--- src/rtl/tmvp_stream_loader.sv ---
// AXI4-Stream loader that fills one TMVP operand BRAM, then zero-pads it.
// Define TMVP_LOADER_ZEROPAD_EN to zero-fill addresses past the last word.
module tmvp_stream_loader #(
  parameter int N          = 512,
  parameter int REAL_N     = 509,
  parameter int DATA_WIDTH = 8
) (
  input  logic                  clk,
  input  logic                  reset,
  input  logic                  start,
  input  logic [DATA_WIDTH-1:0] s_axis_tdata,
  input  logic                  s_axis_tvalid,
  output logic                  s_axis_tready,
  input  logic                  s_axis_tlast,
  output logic [$clog2(N)-1:0]  bram_address,
  output logic [DATA_WIDTH-1:0] bram_data_in,
  output logic                  bram_we,
  output logic                  busy,
  output logic                  done,
  output logic                  len_error
);

  localparam int AW = $clog2(N);
  localparam int CW = AW + 1;

  typedef enum logic [1:0] {
    IDLE,
    LOAD,
    PAD,
    FIN
  } state_t;

  state_t        state;
  state_t        state_nx;
  logic [CW-1:0] count;
  logic          accept;
  logic          last_cnt;

  assign s_axis_tready = (state == LOAD);
  assign accept        = s_axis_tvalid && s_axis_tready;
  assign last_cnt      = (count == CW'(REAL_N - 1));

  always_ff @(posedge clk) begin
    if (reset) begin
      state <= IDLE;
    end else begin
      state <= state_nx;
    end
  end

  always_comb begin
    state_nx = state;
    unique case (state)
      IDLE: begin
        if (start) state_nx = LOAD;
      end
      LOAD: begin
        if (accept && (last_cnt || s_axis_tlast)) begin
`ifdef TMVP_LOADER_ZEROPAD_EN
          state_nx = PAD;
`else
          state_nx = FIN;
`endif
        end
      end
`ifdef TMVP_LOADER_ZEROPAD_EN
      PAD: begin
        // count == N means nothing is left to pad
        if (count >= CW'(N - 1)) state_nx = FIN;
      end
`endif
      FIN: begin
        state_nx = IDLE;
      end
      default: begin
        state_nx = IDLE;
      end
    endcase
  end

  always_ff @(posedge clk) begin
    if (reset) begin
      count        <= '0;
      bram_we      <= 1'b0;
      bram_address <= '0;
      bram_data_in <= '0;
      busy         <= 1'b0;
      done         <= 1'b0;
      len_error    <= 1'b0;
    end else begin
      bram_we <= 1'b0;
      done    <= 1'b0;
      unique case (state)
        IDLE: begin
          if (start) begin
            count     <= '0;
            len_error <= 1'b0;
            busy      <= 1'b1;
          end
        end
        LOAD: begin
          if (accept) begin
            bram_we      <= 1'b1;
            bram_address <= count[AW-1:0];
            bram_data_in <= s_axis_tdata;
            count        <= count + 1'b1;
            if (last_cnt != s_axis_tlast) len_error <= 1'b1;
          end
        end
`ifdef TMVP_LOADER_ZEROPAD_EN
        PAD: begin
          if (count < CW'(N)) begin
            bram_we      <= 1'b1;
            bram_address <= count[AW-1:0];
            bram_data_in <= '0;
            count        <= count + 1'b1;
          end
        end
`endif
        FIN: begin
          done <= 1'b1;
          busy <= 1'b0;
        end
        default: begin
        end
      endcase
    end
  end

endmodule

--- config.mk ---
export PLATFORM = sky130hd
export DESIGN_NAME = tmvp_stream_loader
export DESIGN_NICKNAME = d
export VERILOG_FILES = /design/src/rtl/tmvp_stream_loader.sv
export SDC_FILE = /design/constraint.sdc
export NUM_CORES = 1
export LEC_CHECK = 0
export ABC_AREA = 1
export CAP_MARGIN = 20
export CORE_ASPECT_RATIO = 1.4
export CORE_MARGIN = 2
export CORE_UTILIZATION = 42
export DETAILED_ROUTE_END_ITERATION = 16
export GPL_TIMING_DRIVEN = 0
export PLACE_DENSITY = 0.73
export RECOVER_POWER = 100
export SLEW_MARGIN = 20
export SYNTH_ARGS = -nofsm -noshare
export SYNTH_HDL_FRONTEND = slang
export SYNTH_SLANG_ARGS = --single-unit
export TNS_END_PERCENT = 100
--- constraint.sdc ---
create_clock -name clk -period 1.2 [get_ports clk]
set_input_delay 0.24 -clock clk [delete_from_list [all_inputs] [get_ports clk]]
set_output_delay 0.24 -clock clk [all_outputs]
set_load 0.005 [all_outputs]
# After elaboration in Yosys (flattened, before gate mapping)
# Index checks and enable logic that the tools add are counted.
[op_classes]
add_sub_neg = 1
n_eq_ne = 8
n_mux = 14
n_bitwise = 1
n_reduce_logical = 12
[ops]
columns = ["operator", "count"]
rows = [
  ["10-bit two-way mux", 2],
  ["10-bit case mux with 2 select lines", 1],
  ["10-bit by 1-bit adder with 10-bit output (second input constant)", 1],
  ["10-bit by 9-bit == test with 1-bit output (second input constant)", 1],
  ["1-bit two-way mux", 6],
  ["2-bit by 1-bit != test with 1-bit output (second input constant)", 3],
  ["2-bit AND reduction", 3],
  ["2-bit two-way mux", 2],
  ["1-bit case mux with 2 select lines", 2],
  ["2-bit case mux with 2 select lines", 1],
  ["4-bit AND reduction", 1],
  ["2-bit nonzero test", 2],
  ["3-bit AND reduction", 1],
  ["2-bit by 1-bit == test with 1-bit output (second input constant)", 1],
  ["2-bit == test (second input constant)", 1],
  ["1-bit logical AND", 2],
  ["2-bit zero test", 1],
  ["2-bit != test (second input constant)", 1],
  ["2-bit OR reduction", 1],
  ["1-bit logical OR", 1],
  ["1-bit != test", 1],
  ["1-bit NOT", 1],
]
[totals]
reg_bits = 33
in_bits = 13
out_inout_bits = 22
elab_cells = 44

# Logic depth before layout (Yosys ltp)
[depth]
word_depth = 5
depth_mapped = 8
ltp_nobuf = 8

# Worst setup path before layout
# Ideal clock, no wire load.
[synth_path]
path_kind = "flip-flop to flip-flop"
startpoint = "register count[5]"
endpoint = "register len_error"
setup_time_ps = 117
arrival_time_ps = 1148
required_ps = 1083
setup_slack_ps = -65
path_stages_with_launch = 6
path_buffers = 0
synth_period_minus_slack_ps = 1265
cell_sequence = "dfxtp_1 -> nand2_1 -> nor2_1 -> nand4_1 -> ha_1 -> a22o_1"
[synth_via]
elab_chain_cells = 4
[synth_rtl]
columns = ["item", "line", "source"]
rows = [
  ["from (decl)", "35", "logic [CW-1:0] count;"],
  ["from (signal assigned)", "106", "count <= count + 1'b1;"],
  ["10-bit by 9-bit == test with 1-bit output", "41", "assign last_cnt = (count == CW'(REAL_N - 1));"],
  ["1-bit != test", "107", "if (last_cnt != s_axis_tlast) len_error <= 1'b1;"],
  ["2-bit by 1-bit != test with 1-bit output (no source line)", "n/a", ""],
  ["4-bit AND reduction (no source line)", "n/a", ""],
  ["to (signal assigned)", "89", "len_error <= 1'b0;"],
  ["to (signal assigned)", "97", "len_error <= 1'b0;"],
  ["to (signal assigned)", "107", ""],
  ["to (decl)", "20", "output logic len_error"],
]
# No other way between the ends.
# A chain may end at the register's enable or synchronous reset.

# Worst setup path in the final report
[layout_path]
startpoint = "register state[1]"
endpoint = "register count[4]"
[layout_via]
elab_chain_cells = 4
word_cells_on_any_way = 8
classes_between = "3 x eq/ne; 1 x mux; 4 x reduce/logical"
[layout_rtl]
columns = ["item", "line", "source"]
rows = [
  ["from (decl)", "33", "state_t state;"],
  ["from (signal assigned)", "47", "state <= state_nx;"],
  ["2-bit by 1-bit == test with 1-bit output", "39, 93", ""],
  ["1-bit logical AND", "40", "assign accept = s_axis_tvalid && s_axis_tready;"],
  ["2-bit by 1-bit != test with 1-bit output (no source line)", "n/a", ""],
  ["3-bit AND reduction (no source line)", "n/a", ""],
]
# Several ways; a longest one is shown, not always the timed one.

==> flow_summary.json <==
{
  "synth_nets": 189,
  "violations": "setup timing",
  "drt_iter0_drc": 22,
  "timing.fmax_mhz": 805,
  "yosysTopAreaCell": "dfxtp_1",
  "synth-seq-cells": 33,
  "finalNetCount": 245,
  "drive_above_1_share_pct": 27.6,
  "cts_buffers": 5,
  "drt-total-wl_um": 3680,
  "critPathLaunchType": "flip-flop",
  "fin_skew_ns": 0.00708,
  "gr-total-overflow": 0,
  "start_util_pct": 43.5,
  "dpl.hpwl_um": 2210,
  "syn-cell-area_um2": 1330,
  "grt_max_degree": 11,
  "clock-sinks": 33,
  "yosysSeqAreaShare_pct": 49.6,
  "postCtsHoldBufs": 0,
  "io_buffers": 33,
  "die_area_um2": 3640,
  "postSynthCellCount": 173,
  "worst_setup_path_end_kind": "flip-flop",
  "synth-main-ff-cell": "dfxtp_1",
  "period_minus_slack_ns": 1.24,
  "drtPass1Iterations": 4,
  "vias": 1339,
  "slew_viol_final": 0,
  "tightestPinTransition_ns": 0.460,
  "die_w_um": 51.6,
  "cts_buffer_depth": 2,
  "arrival_ns": 1.42,
  "num_antenna_cells": 0,
  "power_mw": 2.21,
  "grt_usage_pct": 20.8,
  "synth-edff-count": 0,
  "coreArea_um2": 3060,
  "wl_per_cell_um": 13.8,
  "clk_latency_ns": 0.29,
  "cts.htree.levels": 2,
  "io_pins": 35,
  "yosys-top-cells-area": "dfxtp_1 50%, nand2_1 14%, a21oi_1 8.6%",
  "utilization_pct": 67.4,
  "hold_viol_final": 0,
  "synth_common_cells": "48 x nand2_1, 33 x dfxtp_1, 23 x a21oi_1",
  "p_leak_nw": 0.927,
  "cap_viol_max_count": 0,
  "yosys_warnings": 0,
  "numPlacedInstances": 245,
  "rows": 24,
  "rsz0062_at_grt": "true",
  "setup_ws_ns": -0.0426,
  "period_share_pct": 104,
  "setup_viol": 4,
  "cts_root_buf": "clkbuf_8",
  "tritoncts": "built",
  "vdd_drop_max_v": 0.000864,
  "area_growth_pct": 55.2,
  "yosysMostFrequentCell": "nand2_1",
  "crit_chain": "inv_4, nand3_4, nand2_8, clkbuf_16, a21oi_1, nor2_1",
  "relSlewSlack_pct": 69.3,
  "dpl_worst_slack_ns": -0.288,
  "synth.avg_cell_area_um2": 7.70,
  "antenna_found_initial": 0,
  "power.density_nw_per_um2": 1070,
  "gp_congestion": 0.807,
  "cp_slowest_cell": "dfxtp_4",
  "whs_ns": 0.243,
  "async_flop_share_pct": 0,
  "stdcell_count": 267,
  "critPathMaxFanout": 5,
  "grt_pass1_vias": 1336,
  "vias_per_cell": 5.01,
  "netlist.area_leader.share_pct": 49.6,
  "remaining_drc_errors": 0,
  "ys_types": 24,
  "hp-class": "input pin to flip-flop",
  "critPathKind": "flip-flop to flip-flop",
  "die_h_um": 70.6,
  "clk_pin_slew_worst_paths_ns": 0.07,
  "outcome": "complete, but fails checks",
  "grt_pass1_wl_um": 5700,
  "ant_nets": 0,
  "worstPathRequired_ns": 1.37,
  "critPathMaxStageDelay_ns": 0.39
}
-- cells by family (layout without fill, tap and decap cells) --
kind of cell,after synthesis,in the layout,share of synthesized area (%)
AO/OA/AOI/OAI,33,33,13.2
adder cells (fa/ha/maj),3,3,2.82
buffers and inverters,23,78,7.80
flip-flops,33,33,49.6
AND/OR/NAND/NOR,81,81,26.6
-- where the power goes --
group	total, mW	leakage, nW	switching [mW]	internal (mW)
Sequential	1.15	0.276	0.0281	1.12
Combinational	0.297	0.611	0.142	0.156
Clock	0.761	0.0399	0.380	0.381
-- through the flow --
stage	area, um^2	TNS, ns
after floorplan	1330	0
after global placement	1710	-6.28
after detailed placement	1710	-6.81
after CTS	1910	-0.0862
after global routing	2070	-0.400
final	2070	-0.0905
-- area by class of cell --
| class | count | area [um^2] |
|---|---|---|
| inverters | 17 | 76.3 |
| repair buffers | 49 | 442 |
| flip-flops and latches | 33 | 693 |
| clock inverters | 1 | 5.00 |
| plain buffers | 6 | 53.8 |
| well taps | 39 | 48.8 |
| fillers | 255 | 997 |
| clock buffers | 5 | 68.8 |
| multi-input cells | 117 | 678 |
-- metal layers --
| metal | vias up | global-route usage, % | wire, um |
|---|---|---|---|
| li1 | 671 | - | - |
| met1 | 625 | 20.4 | 1400 |
| met2 | 32 | 36.2 | 2040 |
| met3 | 11 | 6.96 | 147 |
| met4 | 0 | 13.5 | 95 |
| met5 | - | 0 | 0 |
-- flip-flops by register name, summed over array words and instances (netlist names) --
name / count
state: 2
len_error: 1
bram_data_in: 8
bram_address: 9
done: 1
bram_we: 1
busy: 1
count: 10
-- placed cells by master (no fill, tap or decap), drive strengths merged --
cell | synthesis | routed
a21boi | 1 | 1
buf | 6 | 21
clkdlybuf4s50 | 0 | 9
nor2 | 18 | 18
nand4 | 3 | 3
ha | 3 | 3
o21ai | 7 | 7
a22o | 1 | 1
dlygate4sd2 | 0 | 21
clkinv | 0 | 1
dfxtp | 33 | 33
nor3 | 1 | 1
nand3 | 9 | 9
inv | 17 | 17
clkbuf | 0 | 7
dlymetal6s2s | 0 | 2
nand2 | 50 | 50
a21oi | 24 | 24
-- path summary, 6_finish.rpt --
| kind | startpoint | end | slack [ns] | cells past startpoint |
|---|---|---|---|---|
| worst max-delay path | state[1] | count[4] | -0.04 | 6 |
| worst min register to register | bram_address[4] | bram_address[4] | 0.47 | 2 |
| worst min-delay path | reset | bram_data_in[3] | 0.24 | 2 |
| worst max register to register | state[1] | count[4] | -0.04 | 6 |
-- critical path, delay by kind of cell, from the launching register on --
family,cells,cell delay (ns)
buffers and inverters,2,0.20
flip-flops,1,0.39
AO/OA/AOI/OAI,1,0.21
AND/OR/NAND/NOR,3,0.32
-- timing repair --
item                       CTS  global route
cloned                       0             1
buffers inserted            11             4
pin swaps                    5             8
resized for setup           54            26
hold endpoints to repair     0             0
setup endpoints to repair   35            24
Power figures use the tool's default switching activity.
==> edit 1 (config.mk and constraints unchanged) <==
`DATA_WIDTH`: 8 -> 12.
--- a/src/rtl/tmvp_stream_loader.sv
+++ b/src/rtl/tmvp_stream_loader.sv
@@ -3,7 +3,7 @@
 module tmvp_stream_loader #(
   parameter int N          = 512,
   parameter int REAL_N     = 509,
-  parameter int DATA_WIDTH = 8
+  parameter int DATA_WIDTH = 12
 ) (
   input  logic                  clk,
   input  logic                  reset,
Ports: changed (resized bram_data_in and s_axis_tdata); port bits go from 35 to 43. The function was not compared with the original's and may differ.
==> edit 1 against the original RTL <==
The run still ends with setup timing left. Power grew 8.0%. Synthesized cell count increased by 14%. Routed wire length shrank 0.16%. Highest routed layer unchanged. Largest power group unchanged. Worst setup slack got worse by 0.033 ns. Synthesized area increased by 10%. Cell area rose by 9.1%. Critical endpoint is now len_error. Sequential cell count is 4 higher. Critical path depth did not move.
==> edit 1: results (changes against the original RTL) <==
run status finished with violations; failing checks setup timing; Worst-path clk slew 0.07 ns (about the same); clock tree buffer depth 2 (unchanged); drt total wl 3.67 mm (-0.16%); Hold Crit Depth 3 (+1); Top Registers bram_data_in x12, count x10, bram_address x9; register area share after synthesis 50.5% (+0.84 points); fill count 285 (+12%); top post-synthesis cells by area dfxtp_1 50%, nand2_1 17%, a21oi_1 9.5%; Num CTS Buffers 5 (unchanged); first-pass GRT wire length 5.81 mm (+1.9%); fraction of layout cells with a size suffix above 1 22.2% (-5.5 points); Hold EP len_error; Largest Register bram_data_in; Crit Path Category register to register; antenna cells 0 (unchanged); num rows 25 (+4.2%); Clock Skew 0.00502 ns (-0.00206 ns); switching fraction of total power 23.7% (-1.2 points); LEAKAGE 1.01 nW (+9.1%); top_reg_cell synth dfxtp_1; final net count 285 (+16%); Hold WC Path Type input pin to register; post-synthesis cell type count 21 (-13%); worst reg2reg path depth 6 (unchanged); Worst slew margin 81.0% (+12 points); initial antenna violation count 0 (unchanged); DP Area 0.00195 mm² (+14%); # port buffers 42 (+27%); number of DRC markers in iteration 0 32 (+45%); DRT Pass-1 Iters 4 (unchanged); pin count of the biggest net entering global routing 11 (unchanged); CTS root buf clkbuf_8; synth warn 0 (unchanged); crit-path max FO 2 (-3); pre-CTS WS -0.587 ns (-0.298 ns); Largest register FFs 12 (+2); clk_lat worst skew 0.28 ns; reg2reg end len_error; max incr delay on CP 0.34 ns (-0.05 ns); Post-synth top cells 67 x nand2_1, 37 x dfxtp_1, 28 x a21oi_1; final worst setup slack -0.0756 ns (-0.0330 ns); hold slack 0.312 ns (+0.0692 ns); Final Util 67.3% (-0.12 points); aggregate global-route resource usage 19.8% (-1.1 points); Hold Startpoint s_axis_tvalid; vias in the first global route 1355 (+1.4%); CP arrival 1.46 ns (+0.04 ns); RR Startpoint count[3]; gpl congestion 0.847 (+4.9%); Peak VDD IR 0.000816 V (-5.6%); Final HPWL DP 2.29 mm (+3.6%); Final setup viols 5 (+1); CTS H-tree lvls 2 (unchanged); slowest cell on the critical path dfxtp_2; Mapped Nets 217 (+15%); Via density 4.84 (-3.4%); share of flip-flops with an asynchronous set or reset 0% (unchanged)
==> edit 1: cell count changes in the layout (fill, tap and decap cells not counted), sizes merged, moves of 4 or more <==
cell,delta
clkdlybuf4s50,+6
clkbuf,+4
a21oi,+5
dlygate4sd2,+4
nand2,+18
o21ai,-6
buf,+4
dfxtp,+4
==> edit 1: logic make-up (layout without fill, tap and decap cells) <==
| group | count (synthesis) | in the layout | share of synthesized area (%) |
|---|---|---|---|
| adders and majority gates | 3 | 3 | 2.56 |
| buffers and inverters | 23 | 92 | 6.73 |
| AOI/OAI and AO/OA | 32 | 32 | 11.4 |
| and+or+nand+nor | 102 | 102 | 28.8 |
| DFF | 37 | 37 | 50.5 |
==> edit 1: area by class of cell <==
class / count / area (µm²) / share of cell area, %
multi-input cells: 137 / 702 / 31.1
well taps: 40 / 50.0 / 2.22
flip-flops and latches: 37 / 764 / 33.9
repair buffers: 61 / 537 / 23.8
inverters: 15 / 56.3 / 2.50
plain buffers: 8 / 63.8 / 2.83
clock buffers: 8 / 80.1 / 3.55
==> edit 1: worst max-delay path by stage <==
stage,endpoint,slack (ns)
floorplan,len_error,0.006
global placement,bram_address[8],-0.56
detailed placement,count[1],-0.59
CTS,count[6],-0.06
global route,len_error,-0.17
finish,len_error,-0.08
==> edit 1: routing by layer <==
| metal | vias to the layer above | wire [µm] | GRT usage (%) |
|---|---|---|---|
| met4 | 0 | 57 | 10.3 |
| met3 | 5 | 219 | 5.22 |
| met1 | 669 | 1480 | 22.3 |
| met2 | 46 | 1920 | 33.3 |
| met5 | - | 0 | 0 |
| li1 | 762 | - | - |
==> edit 1: timing repair <==
action	4_1_cts	5_1_grt
resized for setup	59	15
pin swaps	7	5
gates cloned	1	0
buffers inserted	15	3
setup endpoints to repair	59	31
==> edit 1: critical path: cells and delay by family, from the launching register on <==
| kind | cells | cell delay [ns] |
|---|---|---|
| flops | 1 | 0.34 |
| fa+ha+maj | 1 | 0.32 |
| compound gates | 1 | 0.14 |
| simple gates | 4 | 0.37 |
==> edit 1: through the flow <==
stage,setup TNS [ns],instances
5_1_grt,-0.889,306
3_3_place_gp,-16.03,279
6_report,-0.263,306
2_1_floorplan,0,197
3_5_place_dp,-16.88,279
4_1_cts,-0.132,303
==> edit 1: power groups by stage <==
stage | clock network, mW | registers (mW) | logic (mW)
3_3_place_gp | 0 | 1.30 | 0.254
3_5_place_dp | 0 | 1.30 | 0.255
4_1_cts | 0.838 | 1.27 | 0.286
6_report | 0.816 | 1.27 | 0.302
2_1_floorplan | 0 | 1.31 | 0.115
5_1_grt | 0.880 | 1.27 | 0.329
==> edit 2 (config.mk and constraints unchanged) <==
Without the edit above. Reset style: asynchronous (`reset`), changed in 2 clocked blocks.
--- a/src/rtl/tmvp_stream_loader.sv
+++ b/src/rtl/tmvp_stream_loader.sv
@@ -40,7 +40,7 @@
   assign accept        = s_axis_tvalid && s_axis_tready;
   assign last_cnt      = (count == CW'(REAL_N - 1));
 
-  always_ff @(posedge clk) begin
+  always_ff @(posedge clk or posedge reset) begin
     if (reset) begin
       state <= IDLE;
     end else begin
@@ -78,7 +78,7 @@
     endcase
   end
 
-  always_ff @(posedge clk) begin
+  always_ff @(posedge clk or posedge reset) begin
     if (reset) begin
       count        <= '0;
       bram_we      <= 1'b0;
Formal check against the unedited RTL: differs if reset is asserted again (counterexample within 4 cycles, from zero or initial values and one cycle with reset high); with reset held inactive, the same outputs for 10 cycles.
==> edit 2 against the original RTL <==
The flow still finishes with violations (setup timing). Fmax is 11% lower. First-iteration DRC count is 23% higher. Routed wire length is 7.5% higher. Via count is 3.7% higher. Utilization is 0.30 points higher. Sequential share of layout area is 2.6 points higher. Count of clock-buffer cells in the layout is 1 higher. Critical path type unchanged. Sequential cell count stayed put. Critical endpoint is now len_error. Worst setup slack worse by 0.15 ns. Critical path depth stayed put. Synthesized area is 12% higher. Cell area is 11% higher.
Power is not compared: it rests on default switching activity, and its combinational part moved more than twofold at a synthesized area within 25%.
==> edit 2: results (changes against the original RTL) <==
DR top layer met4; failing checks setup timing; number of DRC markers in iteration 0 27 (+23%); first-pass GRT wire length 5.39 mm (-5.5%); Worst slew margin 55.7% (-14 points); DRT Pass-1 Iters 4 (unchanged); initial antenna violation count 0 (unchanged); clk_lat worst skew 0.28 ns; GRT met1 Usage 21.7% (+1.3 points); hold slack 0.468 ns (+0.226 ns); pre-CTS WS -0.314 ns (-0.0261 ns); setup_tns -1.56 ns (-1.47 ns); CTS H-tree lvls 2 (unchanged); Top Registers count x10, bram_address x9, bram_data_in x8; vias in the first global route 1222 (-8.5%); synth warn 0 (unchanged); met2 Usage GRT 32.1% (-4.1 points); clock tree buffer depth 2 (unchanged); antenna cells 0 (unchanged); post-synthesis cell type count 21 (-13%); Final setup viols 28 (+24); CTS root buf clkbuf_8; slowest cell on the critical path dfrtp_1; WL/cell 14.2 µm (+3.2%); max incr delay on CP 0.41 ns (+0.02 ns); met3 usage 4.22% (-2.7 points); CP arrival 1.55 ns (+0.13 ns); Syn Inst Count 173 (unchanged); aggregate global-route resource usage 18.5% (-2.4 points); final worst setup slack -0.192 ns (-0.150 ns); run status finished with violations; Peak VDD IR approximately 0.00094 V; gpl congestion 0.829 (+2.7%); Worst-path clk slew 0.07 ns (about the same); Final HPWL DP 2.21 mm (+0.18%); Hold WC Path Type register to register; # port buffers 34 (+3.0%); Met1 Wirelength 1.49 mm (+6.2%); Mapped Nets 189 (unchanged); DP Area 0.00188 mm² (+9.9%); Post-synth top cells 65 x nand2_1, 33 x dfrtp_1, 20 x inv_1; Num CTS Buffers 5 (unchanged); Via density 4.99 (-0.44%); register area share after synthesis 55.4% (+5.8 points); fraction of layout cells with a size suffix above 1 30.7% (+3.0 points); Clock Skew 0.00627 ns (-0.000815 ns); pin count of the biggest net entering global routing 34 (+23); met3 WL 134 µm (-8.8%); top post-synthesis cells by area dfrtp_1 55%, nand2_1 16%, inv_1 5.0%; crit-path max FO 4 (-1); drt total wl 3.95 mm (+7.5%); routed length on met2 2.26 mm (+11%); final net count 253 (+3.3%); LEAKAGE 1.21 nW; Max-Cap Viols 0 (unchanged); Final Max Slew Viols 0 (unchanged); share of flip-flops with an asynchronous set or reset 100% (+100 points)
==> edit 2: worst paths after layout <==
| path | startpoint | end | cells past startpoint |
|---|---|---|---|
| setup / recovery | count[3] | len_error | 6 |
| hold / removal | bram_data_in[2] | bram_data_in[2] | 2 |
| setup reg to reg | count[3] | len_error | 6 |
| hold reg to reg | bram_data_in[2] | bram_data_in[2] | 2 |
| max in group asynchronous | reset | state[0] | 2 |
| min in group asynchronous | reset | bram_address[2] | 2 |
==> edit 2: critical path, delay by kind of cell, from the launching register on <==
kind	cells	cell delay, ns
flip-flops	1	0.41
adder cells (fa/ha/maj)	1	0.29
buffers and inverters	1	0.12
AO/OA/AOI/OAI	2	0.19
AND/OR/NAND/NOR	2	0.26
==> edit 2: final cells by class <==
| type | count | area (µm²) |
|---|---|---|
| fill | 265 | 1090 |
| clock inverter | 2 | 10.0 |
| timing repair buffer | 57 | 531 |
| sequential | 33 | 827 |
| multi-input combinational | 115 | 657 |
| tap | 40 | 50.0 |
| buffer | 4 | 52.6 |
| clock buffer | 6 | 72.6 |
| inverter | 21 | 88.8 |
==> edit 2: what timing repair did <==
item | CTS | global route
buffers inserted | 11 | 9
pin swaps | 3 | 13
gates resized for setup | 32 | 56
endpoints found under the setup margin | 40 | 31
gates cloned | 0 | 3
==> edit 2: cells by family after synthesis <==
kind of cell,Yosys count,synth area share [%]
flops,33,55.4
simple gates,95,28.5
buf+inv,25,7.22
fa+ha+maj,3,2.52
compound gates,17,6.30
==> edit 2: power breakdown <==
| group | switching, mW | internal (mW) | leakage (nW) | total (mW) |
|---|---|---|---|---|
| Sequential | 0.173 | 1.33 | 0.425 | 1.51 |
| Clock | 0.392 | 0.401 | 0.0450 | 0.793 |
| Combinational | 0.560 | 0.584 | 0.744 | 1.14 |
